### src/rtl/ped_signal_ctrl_pkg.sv
// Shared state type, default timing and lamp-pattern helper for the pedestrian controller.
// BEEP_HALF_DEF exists only in AUDIBLE_EN builds.
package ped_pkg;

   typedef enum logic [1:0] {
      STOP  = 2'd0,
      WALK  = 2'd1,
      FLASH = 2'd2,
      FAULT = 2'd3
   } state_t;

   localparam int unsigned CNT_W = 32;
   localparam int unsigned CD_W  = 8;

   localparam int unsigned WALK_CYCLES_DEF  = 6000000;
   localparam int unsigned FLASH_CYCLES_DEF = 3000000;
   localparam int unsigned FLASH_HALF_DEF   = 250000;
   localparam int unsigned SEC_CYCLES_DEF   = 1000000;
`ifdef AUDIBLE_EN
   localparam int unsigned BEEP_HALF_DEF    = 500;
`endif

   localparam int unsigned FAULT_PERSIST = 2;
   localparam int unsigned SYNC_STAGES   = 2;
   localparam int unsigned PERSIST_W     = $clog2(FAULT_PERSIST) + 1;

   // Exactly one lamp lit: odd count that is not all three.
   function automatic logic lamp_valid(input logic r, input logic b, input logic g);
      return (r ^ b ^ g) & ~(r & b & g);
   endfunction

endpackage

### src/rtl/ped_signal_ctrl_btn_sync_edge.sv
// Push-button synchronizer with a single-cycle rising-edge pulse.
module btn_sync_edge
   import ped_pkg::*;
#(
   parameter int unsigned STAGES = SYNC_STAGES
) (
   input  logic clock,
   input  logic reset,
   input  logic button,
   output logic rise_c
);

   logic [STAGES-1:0] sync;
   logic              prev;

   always_ff @(posedge clock or posedge reset) begin
      if (reset) begin
         sync <= '0;
         prev <= 1'b0;
      end else begin
         sync <= {sync[STAGES-2:0], button};
         prev <= sync[STAGES-1];
      end
   end

   assign rise_c = sync[STAGES-1] & ~prev;

endmodule

### src/rtl/ped_signal_ctrl.sv
// Pedestrian WALK / flashing DON'T-WALK controller slaved to the vehicle lamp sequencer.
// Define AUDIBLE_EN to add the audible WALK tone on beep.
module ped_signal_ctrl
   import ped_pkg::*;
#(
   parameter int unsigned WALK_CYCLES  = WALK_CYCLES_DEF,
   parameter int unsigned FLASH_CYCLES = FLASH_CYCLES_DEF,
   parameter int unsigned FLASH_HALF   = FLASH_HALF_DEF,
   parameter int unsigned SEC_CYCLES   = SEC_CYCLES_DEF
`ifdef AUDIBLE_EN
   ,
   parameter int unsigned BEEP_HALF    = BEEP_HALF_DEF
`endif
) (
   input  logic       clock,
   input  logic       reset,
   input  logic       veh_red,
   input  logic       veh_blue,
   input  logic       veh_green,
   input  logic       ped_button,
   output logic       walk,
   output logic       dont_walk,
   output logic       req_pending,
   output logic [7:0] countdown,
   output logic       fault,
   output logic       beep
);

   localparam logic [CD_W-1:0] CD_LOAD = CD_W'(FLASH_CYCLES / SEC_CYCLES);

   state_t                 state, state_d;
   logic [CNT_W-1:0]       cnt, cnt_d;
   logic [CNT_W-1:0]       sec_cnt, sec_d;
   logic [CNT_W-1:0]       fl_cnt, fl_d;
   logic [PERSIST_W-1:0]   inv_run, inv_d;
   logic                   red_q;
   logic                   walk_d, dw_d, req_d, fault_d;
   logic [CD_W-1:0]        cd_d;
   logic                   btn_rise;
   logic                   valid;
   logic                   fault_cond;
   logic                   red_rise;

   btn_sync_edge #(.STAGES(SYNC_STAGES)) u_btn (
      .clock  (clock),
      .reset  (reset),
      .button (ped_button),
      .rise_c (btn_rise)
   );

   assign valid      = lamp_valid(veh_red, veh_blue, veh_green);
   assign fault_cond = ~valid && (inv_run == PERSIST_W'(FAULT_PERSIST - 1));
   assign red_rise   = veh_red & ~red_q;
   assign inv_d      = valid ? '0 :
                       (inv_run == PERSIST_W'(FAULT_PERSIST - 1)) ? inv_run : inv_run + PERSIST_W'(1);

   // Next state, next counters and next registered outputs.
   always_comb begin
      state_d = state;
      cnt_d   = cnt;
      sec_d   = sec_cnt;
      fl_d    = fl_cnt;
      walk_d  = 1'b0;
      dw_d    = 1'b1;
      cd_d    = '0;
      fault_d = 1'b0;
      req_d   = req_pending;

      case (state)
         STOP:    if (red_rise && valid && req_pending) state_d = WALK;
         WALK:    if (!veh_red) state_d = STOP;
                  else if (cnt == '0) state_d = FLASH;
         FLASH:   if (!veh_red) state_d = STOP;
                  else if (cnt == '0) state_d = STOP;
         FAULT:   if (valid) state_d = STOP;
         default: state_d = STOP;
      endcase
      if (fault_cond) state_d = FAULT;

      case (state_d)
         WALK: begin
            walk_d = 1'b1;
            dw_d   = 1'b0;
            cnt_d  = (state != WALK) ? CNT_W'(WALK_CYCLES - 1) : cnt - CNT_W'(1);
         end
         FLASH: begin
            if (state != FLASH) begin
               cnt_d = CNT_W'(FLASH_CYCLES - 1);
               sec_d = CNT_W'(SEC_CYCLES - 1);
               fl_d  = CNT_W'(FLASH_HALF - 1);
               cd_d  = CD_LOAD;
            end else begin
               cnt_d = cnt - CNT_W'(1);
               dw_d  = dont_walk;
               cd_d  = countdown;
               if (fl_cnt == '0) begin
                  dw_d = ~dont_walk;
                  fl_d = CNT_W'(FLASH_HALF - 1);
               end else begin
                  fl_d = fl_cnt - CNT_W'(1);
               end
               // Seconds countdown saturates at zero.
               if (sec_cnt == '0) begin
                  sec_d = CNT_W'(SEC_CYCLES - 1);
                  if (countdown != '0) cd_d = countdown - CD_W'(1);
               end else begin
                  sec_d = sec_cnt - CNT_W'(1);
               end
            end
         end
         FAULT:   fault_d = 1'b1;
         default: ;
      endcase

      // Entering WALK serves the request and wins over a same-cycle new press.
      if (state_d == WALK && state != WALK) req_d = 1'b0;
      else if (btn_rise && state != WALK)   req_d = 1'b1;
   end

   always_ff @(posedge clock or posedge reset) begin
      if (reset) begin
         state       <= STOP;
         cnt         <= '0;
         sec_cnt     <= '0;
         fl_cnt      <= '0;
         inv_run     <= '0;
         red_q       <= 1'b0;
         walk        <= 1'b0;
         dont_walk   <= 1'b1;
         req_pending <= 1'b0;
         countdown   <= '0;
         fault       <= 1'b0;
      end else begin
         state       <= state_d;
         cnt         <= cnt_d;
         sec_cnt     <= sec_d;
         fl_cnt      <= fl_d;
         inv_run     <= inv_d;
         red_q       <= veh_red;
         walk        <= walk_d;
         dont_walk   <= dw_d;
         req_pending <= req_d;
         countdown   <= cd_d;
         fault       <= fault_d;
      end
   end

`ifdef AUDIBLE_EN
   logic [CNT_W-1:0] beep_cnt, beep_cnt_d;
   logic             beep_d;

   // Tone restarts low on each WALK entry and is silenced outside WALK.
   always_comb begin
      beep_d     = 1'b0;
      beep_cnt_d = '0;
      if (state_d == WALK) begin
         if (state != WALK) begin
            beep_cnt_d = CNT_W'(BEEP_HALF - 1);
         end else if (beep_cnt == '0) begin
            beep_d     = ~beep;
            beep_cnt_d = CNT_W'(BEEP_HALF - 1);
         end else begin
            beep_d     = beep;
            beep_cnt_d = beep_cnt - CNT_W'(1);
         end
      end
   end

   always_ff @(posedge clock or posedge reset) begin
      if (reset) begin
         beep     <= 1'b0;
         beep_cnt <= '0;
      end else begin
         beep     <= beep_d;
         beep_cnt <= beep_cnt_d;
      end
   end
`else
   assign beep = 1'b0;
`endif

endmodule
### config.mk
export PLATFORM = sky130hd
export DESIGN_NAME = ped_signal_ctrl
export DESIGN_NICKNAME = d
export VERILOG_FILES = /design/src/rtl/ped_signal_ctrl_pkg.sv /design/src/rtl/ped_signal_ctrl_btn_sync_edge.sv /design/src/rtl/ped_signal_ctrl.sv
export SDC_FILE = /design/constraint.sdc
export NUM_CORES = 1
export LEC_CHECK = 0
export BUFFER_PORTS_ARGS = -buffer_cell sky130_fd_sc_hd__buf_4
export CAP_MARGIN = 20
export CORE_MARGIN = 8
export CORE_UTILIZATION = 44
export CTS_CLUSTER_DIAMETER = 100
export CTS_CLUSTER_SIZE = 20
export DETAILED_ROUTE_END_ITERATION = 16
export GPL_ROUTABILITY_DRIVEN = 0
export PLACE_DENSITY = 0.65
export SYNTH_ARGS = -nofsm -noshare
export SYNTH_HDL_FRONTEND = slang
export SYNTH_SLANG_ARGS = --single-unit
### constraint.sdc
create_clock -name clock -period 4.45 [get_ports clock]
set_clock_uncertainty 0.05 [all_clocks]
set_input_delay 1.335 -clock clock [delete_from_list [all_inputs] [get_ports clock]]
set_output_delay 1.335 -clock clock [all_outputs]
set_load 0.03 [all_outputs]
==> results of run 1 <==
==> registers in the layout (all words and copies together), names as in the netlist <==
name         cells
cnt             32
countdown        8
dont_walk        1
fault            1
fl_cnt          32
inv_run          2
red_q            1
req_pending      1
sec_cnt         32
state            2
u_btn.prev       1
u_btn.sync       2
walk             1
==> layout by cell type, fill, tap and decap left out, types with 13 or more instances in the layout <==
cell type	synthesis	layout
o21ai_0	46	46
buf_4	2	34
dfrtp_1	115	115
xor2_1	16	16
or3_1	25	25
clkbuf_16	0	17
or4_1	19	19
a21oi_1	36	36
nand2_1	42	42
nand3_1	28	28
a31oi_1	13	13
xnor2_1	24	24
inv_1	24	23
nor3_1	42	42
nor2_1	77	77
nor4_1	30	28
==> per-layer routing <==
layer  global-route usage, %  wire length, um
met1                    21.2             6800
met2                    26.4             6900
met3                    4.62              612
met4                    6.35              178
met5                       0                0
==> final cells by class <==
class                   count  area, um^2
clock buffers              24         492
well taps                 184         230
repair buffers             35         275
multi-input cells         527        3220
flip-flops and latches    116        2900
inverters                  26         101
fillers                  1317        7020
clock inverters             8        75.1
==> metrics by stage <==
step	total power, mW	cell area [um^2]	setup WS [ns]	util, %
after detailed placement	2.42	6710	0.110	46.9
final	3.71	7290	0.505	51.0
after CTS	3.73	7280	0.330	50.8
after global routing	3.94	7290	0.135	51.0
after floorplan	2.07	6340	0.299	-
after global placement	2.40	6710	0.171	46.9
==> path summary, 6_finish.rpt <==
path | depth (start not counted) | start | endpoint | slack [ns]
min reg2reg | 0 | u_btn.sync[0] | u_btn.sync[1] | 0.30
min in group asynchronous | 3 | reset | fl_cnt[23] | 1.05
min | 0 | u_btn.sync[0] | u_btn.sync[1] | 0.30
max reg2reg | 14 | cnt[0] | cnt[29] | 0.50
max in group asynchronous | 3 | reset | countdown[5] | 2.85
max | 14 | cnt[0] | cnt[29] | 0.50
==> cell usage after synthesis, types with 6 or more instances <==
cell      number
dfrtp_1      115
nor3b_1        7
nor3_1        42
or4_1         19
or3_1         25
nor2_1        77
ha_1           9
o21ai_0       46
nand3_1       28
a21oi_1       36
a31oi_1       13
inv_1         24
or2_2          6
nand4_1       10
xnor2_1       24
clkbuf_1      24
xor2_1        16
nand2_1       42
nor4_1        30
and3_1        11
o31ai_1        7
a21o_1         6
==> cells by family after synthesis <==
| logic type | Yosys count |
|---|---|
| DFF | 116 |
| adders and majority gates | 9 |
| and+or+nand+nor | 329 |
| other | 1 |
| xor gates and xnor gates | 40 |
| muxes | 7 |
| buffers and inverters | 56 |
| AOI/OAI and AO/OA | 141 |
==> critical path: cells and delay by family (launching register included) <==
kind / cells / cell delay (ns)
muxes: 1 / 0.22
and+or+nand+nor: 5 / 1.62
DFF: 1 / 0.37
adders and majority gates: 2 / 0.43
buffers and inverters: 3 / 0.59
AOI/OAI and AO/OA: 3 / 0.57
==> power breakdown <==
group          internal, mW  total [mW]  switching (mW)  leakage [nW]
clock network         0.822        1.29           0.471         0.268
logic                 0.386        1.17           0.783          1.34
registers              1.16        1.25          0.0932          1.41
==> results by group, run 1 <==
Outcome
  • Run status: completed

Timing
  • Slew headroom: between 40% and 50%
  • Crit share post-route: about nine tenths
  • Worst hold slack: approximately 0.3 ns
  • Endpoints failing hold: 0
  • Slew Viols, Final: 0
  • Highest clock rate: between 200 and 300 MHz
  • Min Tclk post-route: 3.95 ns
  • Unrepaired setup endpoints after global routing: false
  • Slew @ Worst Pin: between 0.8 and 0.9 ns
  • Final setup viols: 0
  • TNS Setup: 0 ns

Floorplanning
  • Site row count: 44
  • Initial Utilization: between 40 and 50%
  • DIE WIDTH: approximately 140 um
  • Die span in y: 136 um
  • Ports: 19
  • Die area: 18,500 um^2
  • Core box area: 14,300 um^2

Critical path
  • CP max stage delay: 0.49 ns
  • Worst EP required: roughly 4.7 ns
  • Critical Path End Type: flip-flop
  • WS Path Type: reg2reg
  • Critical Path AT: 4.22 ns
  • Worst setup SP type: flip-flop
  • CP Cell Sequence: inv_1 -> ha_1 -> nor3b_2 -> nand4_1 -> nor4_1 -> buf_4 -> mux2i_1 -> a21o_1 -> ha_1 -> buf_4 -> and3b_1 -> o21ai_1 -> or4_1 -> o211ai_1
  • Critical path fanouts, max: 32
  • Slowest CP cell: or4_1

Pwr
  • Static Leakage: 3.01 nW
  • PD cells: 509 nW/um^2
  • Max VDD drop: between 0.3 and 0.4 mV

Clock network
  • Post-CTS sizing: 0
  • # Post-CTS Setup Buffers: 0
  • Worst-Skew Late Latency: 0.42 ns
  • Root Driver: clkbuf_16
  • # H-tree levels: 4
  • Sink Count: 116
  • Cts hold-fix bufs: 0
  • CTS max path bufs: 2
  • CTS tree: yes
  • Clock transition at path regs: 0.06 ns
  • TritonCTS buffer count: 17

Yosys
  • Post-synthesis compound-gate area fraction: 13.7%
  • Syn avg cell area: 9.07 um^2
  • Synthesized cell area: 6340 um^2
  • Sequential fraction of the synthesis area: 45.8%
  • Asr flop ratio synth: 100%
  • Area contributors post-synth: dfrtp_1, nor2_1, o21ai_0, nor3_1, xnor2_1
  • Yosys reg bits: 116
  • Post-Syn Instances: around 700
  • Largest area contributor in the netlist: dfrtp_1
  • Post-Synth XOR/XNOR Area: under 10%
  • Post-synthesis adder-cell area fraction: ~1.8%
  • Yosys warning total: 0
  • Multiplexer area fraction after synthesis: 1.15%
  • Simple-Gate Fraction of Synth Area: 28.3%
  • Largest family of logic cells by synthesized area: simple AND/OR/NAND/NOR gates
  • Yosys cell types: 61
  • Post-synth EDFFs: 0
  • Top_reg_cell synth: dfrtp_1
  • Top cell type's share of synthesized area: 45.4%
  • Synth Net Count: 714

Routing
  • Via count: 5,384
  • Antenna Violating Nets Remaining: 0
  • Drt pass-1 iters: 5
  • Routed vias/inst: 5.85
  • DRC viols: 0
  • WL final: 14,500 um
  • WL per Instance: 15.7 um
  • Initial detailed-routing violation count: 377

Placed design
  • DPL Wire Length: 9630 um
  • Port bufs: 17
  • Post-placement cell count: 888

Final layout
  • Antenna cell count: 0
  • Layout cell share with drive strength beyond 1: 12.1%
  • Nets: about 740
  • Finished Layout Cells: 920
  • Layout area overhead: 15.1%

Global routing
  • First-pass GRT wire length: 24,900 um
  • Initial antenna violation count: 0
  • Gr ovfl total: 0
  • Total global-route track usage: 16.6%
  • Largest net degree at the start of global routing: ~120
  • Vias in the first global route: between 5,000 and 6,000

Worst hold path
  • Worst hold path type: reg2reg

Job
  • Count of max-cap constraint violations: 0
No activity file was read; power rests on OpenSTA's default activity.
==> run 2, diff against run 1 <==
- BUFFER_PORTS_ARGS: -buffer_cell sky130_fd_sc_hd__buf_4 -> not set
- DONT_BUFFER_PORTS: not set -> 1
- PLACE_DENSITY: 0.65 -> 0.64
==> run 2 against run 1 <==
  * Die area is the same
  * Sequential cell count is the same
  * Routed wire length grew 2.7%
  * Largest cell class unchanged
==> results by group, run 2 (synthesized netlist as in run 1, its figures left out) <==
Global routing
  • Total global-route track usage: 16.9% (was 16.6%)
  • Largest net degree at the start of global routing: 75 (was 117)
  • Initial antenna violation count: 0 (unchanged)
  • Gr ovfl total: 0 (unchanged)
  • Vias in the first global route: 5,155 (was 5,268)
  • First-pass GRT wire length: 25,300 um (was 24,900 um)

Job
  • Count of max-cap constraint violations: 0 (unchanged)

Worst hold path
  • Worst hold path type: reg2reg (unchanged)

Floorplanning
  • Site row count: 44 (unchanged)
  • Die span in y: 136 um (unchanged)
  • Initial Utilization: 44.3% (unchanged)
  • DIE WIDTH: 136 um (unchanged)
  • Die area: 18,500 um^2 (unchanged)
  • Ports: 19 (unchanged)
  • Core box area: 14,300 um^2 (unchanged)

Final layout
  • Layout cell share with drive strength beyond 1: 10.2% (was 12.1%)
  • Most common cell after layout, fill and taps aside: dfrtp_1 (unchanged)
  • Largest regs: cnt x32, fl_cnt x32, sec_cnt x32 (unchanged)
  • Layout area overhead: 13.5% (was 15.1%)
  • Most frequent cells in the layout: dfrtp_1, nor2_1, o21ai_0, nor3_1, nand2_1 (unchanged)
  • Final design utilization: 50.2% (was 51.0%)
  • Nets: 721 (was 738)
  • Antenna cell count: 0 (unchanged)

Critical path
  • Critical R2R Capture: sec_cnt[29] (was cnt[29])
  • Critical path buffers and inverters: 2 (was 3)
  • Crit path top cell by count: ha_1
  • Worst setup SP type: flip-flop (unchanged)
  • CP Cell Sequence: inv_1 -> ha_1 -> nor3b_1 -> nand4_1 -> nor4_2 -> mux2i_1 -> a21o_1 -> ha_1 -> buf_4 -> and3b_1 -> o31ai_4 -> or4_1 -> nand3_1 (was inv_1 -> ha_1 -> nor3b_2 -> nand4_1 -> nor4_1 -> buf_4 -> mux2i_1 -> a21o_1 -> ha_1 -> buf_4 -> and3b_1 -> o21ai_1 -> or4_1 -> o211ai_1)
  • Slowest CP cell: or4_1 (unchanged)
  • Delay-heaviest family, CP: simple AND/OR/NAND/NOR gates (unchanged)
  • Reg-to-reg critical path startpoint: cnt[0] (unchanged)
  • Worst R2R Path Depth: 13 (was 14)
  • Critical path fanouts, max: 32 (unchanged)
  • R2r setup slk: 0.38 ns (was 0.50 ns)
  • Worst path depth: 13 (was 14)
  • Critical Path AT: 4.36 ns (was 4.22 ns)
  • WS Path Type: reg2reg (unchanged)
  • CP max stage delay: 0.53 ns (was 0.49 ns)
  • Worst EP required: 4.74 ns (was 4.73 ns)
  • Critical Path End Type: flip-flop (unchanged)
  • Crit. Startpoint: cnt[0] (unchanged)
  • CP endpoint: sec_cnt[29] (was cnt[29])

Pwr
  • Max VDD drop: 0.385 mV (was 0.386 mV)
  • PD cells: 527 nW/um^2 (was 509 nW/um^2)
  • Power, Total: 3.79 mW (was 3.71 mW)
  • Static Leakage: 2.96 nW (was 3.01 nW)

Timing
  • Crit share post-route: 91.5% (was 88.7%)
  • Worst hold slack: 0.308 ns (was 0.297 ns)
  • TNS Setup: 0 ns (unchanged)
  • Highest clock rate: 246 MHz (was 253 MHz)
  • Endpoints failing hold: 0 (unchanged)
  • Unrepaired setup endpoints after global routing: false (unchanged)
  • Slew Viols, Final: 0 (unchanged)
  • Slew @ Worst Pin: 0.974 ns (was 0.882 ns)
  • Min Tclk post-route: 4.07 ns (was 3.95 ns)
  • Final setup viols: 0 (unchanged)
  • Slew headroom: 35.0% (was 40.7%)

Routing
  • Antenna Violating Nets Remaining: 0 (unchanged)
  • Initial detailed-routing violation count: 469 (was 377)
  • WL final: 14,900 um (was 14,500 um)
  • WL per Instance: 16.5 um (was 15.7 um)
  • Via count: 5,374 (was 5,384)
  • DRC viols: 0 (unchanged)
  • Routed vias/inst: 5.95 (was 5.85)
  • Drt pass-1 iters: 4 (was 5)

Clock network
  • CTS max path bufs: 2 (unchanged)
  • # H-tree levels: 4 (unchanged)
  • Sink Count: 116 (unchanged)
  • CTS tree: yes (unchanged)
  • TritonCTS buffer count: 17 (unchanged)
  • Post-CTS sizing: 0 (unchanged)
  • Root Driver: clkbuf_16 (unchanged)
  • Clock transition at path regs: 0.05 ns (was 0.06 ns)
  • Cts hold-fix bufs: 0 (unchanged)
  • Worst-Skew Late Latency: 0.42 ns (about the same)
  • # Post-CTS Setup Buffers: 0 (unchanged)

Placed design
  • DPL Wire Length: 9850 um (was 9630 um)
  • Port bufs: 0 (was 17)

Outcome
  • Run status: completed (unchanged)
run 2: cell types whose count changed in the layout (fill, tap and decap cells not counted), moves of 2 or more:
cell        delta
clkbuf_8       +2
buf_4         -16
clkbuf_1       -2
clkinvlp_4     -3
run 2: metrics by stage:
step	std cells	area (um^2)	setup WS, ns
finish	903	7190	0.377
global route	903	7190	0.0238
CTS	903	7180	0.251
detailed placement	871	6570	0.181
global placement	871	6570	0.331
floorplan	699	6340	0.299
run 2: metal layers:
metal / track usage, % / part of all wire, % / up-vias
met3: 3.92 / 4.6 / 32
met1: 22.1 / 47 / 2633
met2: 25.9 / 46 / 128
met5: 0 / 0 / -
met4: 8.11 / 2.5 / 0
li1: - / - / 2581
run 2: layout make-up:
type	instances	area (um^2)
clock buffers	24	512
repair buffers	18	135
flip-flops and latches	116	2900
well taps	184	230
multi-input cells	527	3210
clock inverters	8	96.3
inverters	26	101
fillers	1315	7120
run 2: how the worst min path moves through the flow:
stage / end / from / cells after the start / slack (ns)
CTS: u_btn.sync[1] / u_btn.sync[0] / 0 / 0.30
detailed placement: u_btn.sync[1] / u_btn.sync[0] / 0 / 0.29
floorplan: u_btn.sync[1] / u_btn.sync[0] / 0 / 0.28
global route: u_btn.sync[1] / u_btn.sync[0] / 0 / 0.32
global placement: u_btn.sync[1] / u_btn.sync[0] / 0 / 0.29
finish: u_btn.sync[1] / u_btn.sync[0] / 0 / 0.31
run 2: worst reg2reg max path, cell delays in order (launching register included):
cell	delay [ns]
dfrtp_1	0.37
inv_1	0.10
ha_1	0.23
nor3b_1	0.32
nand4_1	0.25
nor4_2	0.42
mux2i_1	0.27
a21o_1	0.19
ha_1	0.18
buf_4	0.33
and3b_1	0.37
o31ai_4	0.28
or4_1	0.54
nand3_1	0.11
run 2: report_power, final:
| part | switching, mW | leakage (nW) | internal (mW) |
|---|---|---|---|
| clock | 0.476 | 0.302 | 0.910 |
| combinational | 0.750 | 1.25 | 0.358 |
| sequential | 0.139 | 1.41 | 1.16 |
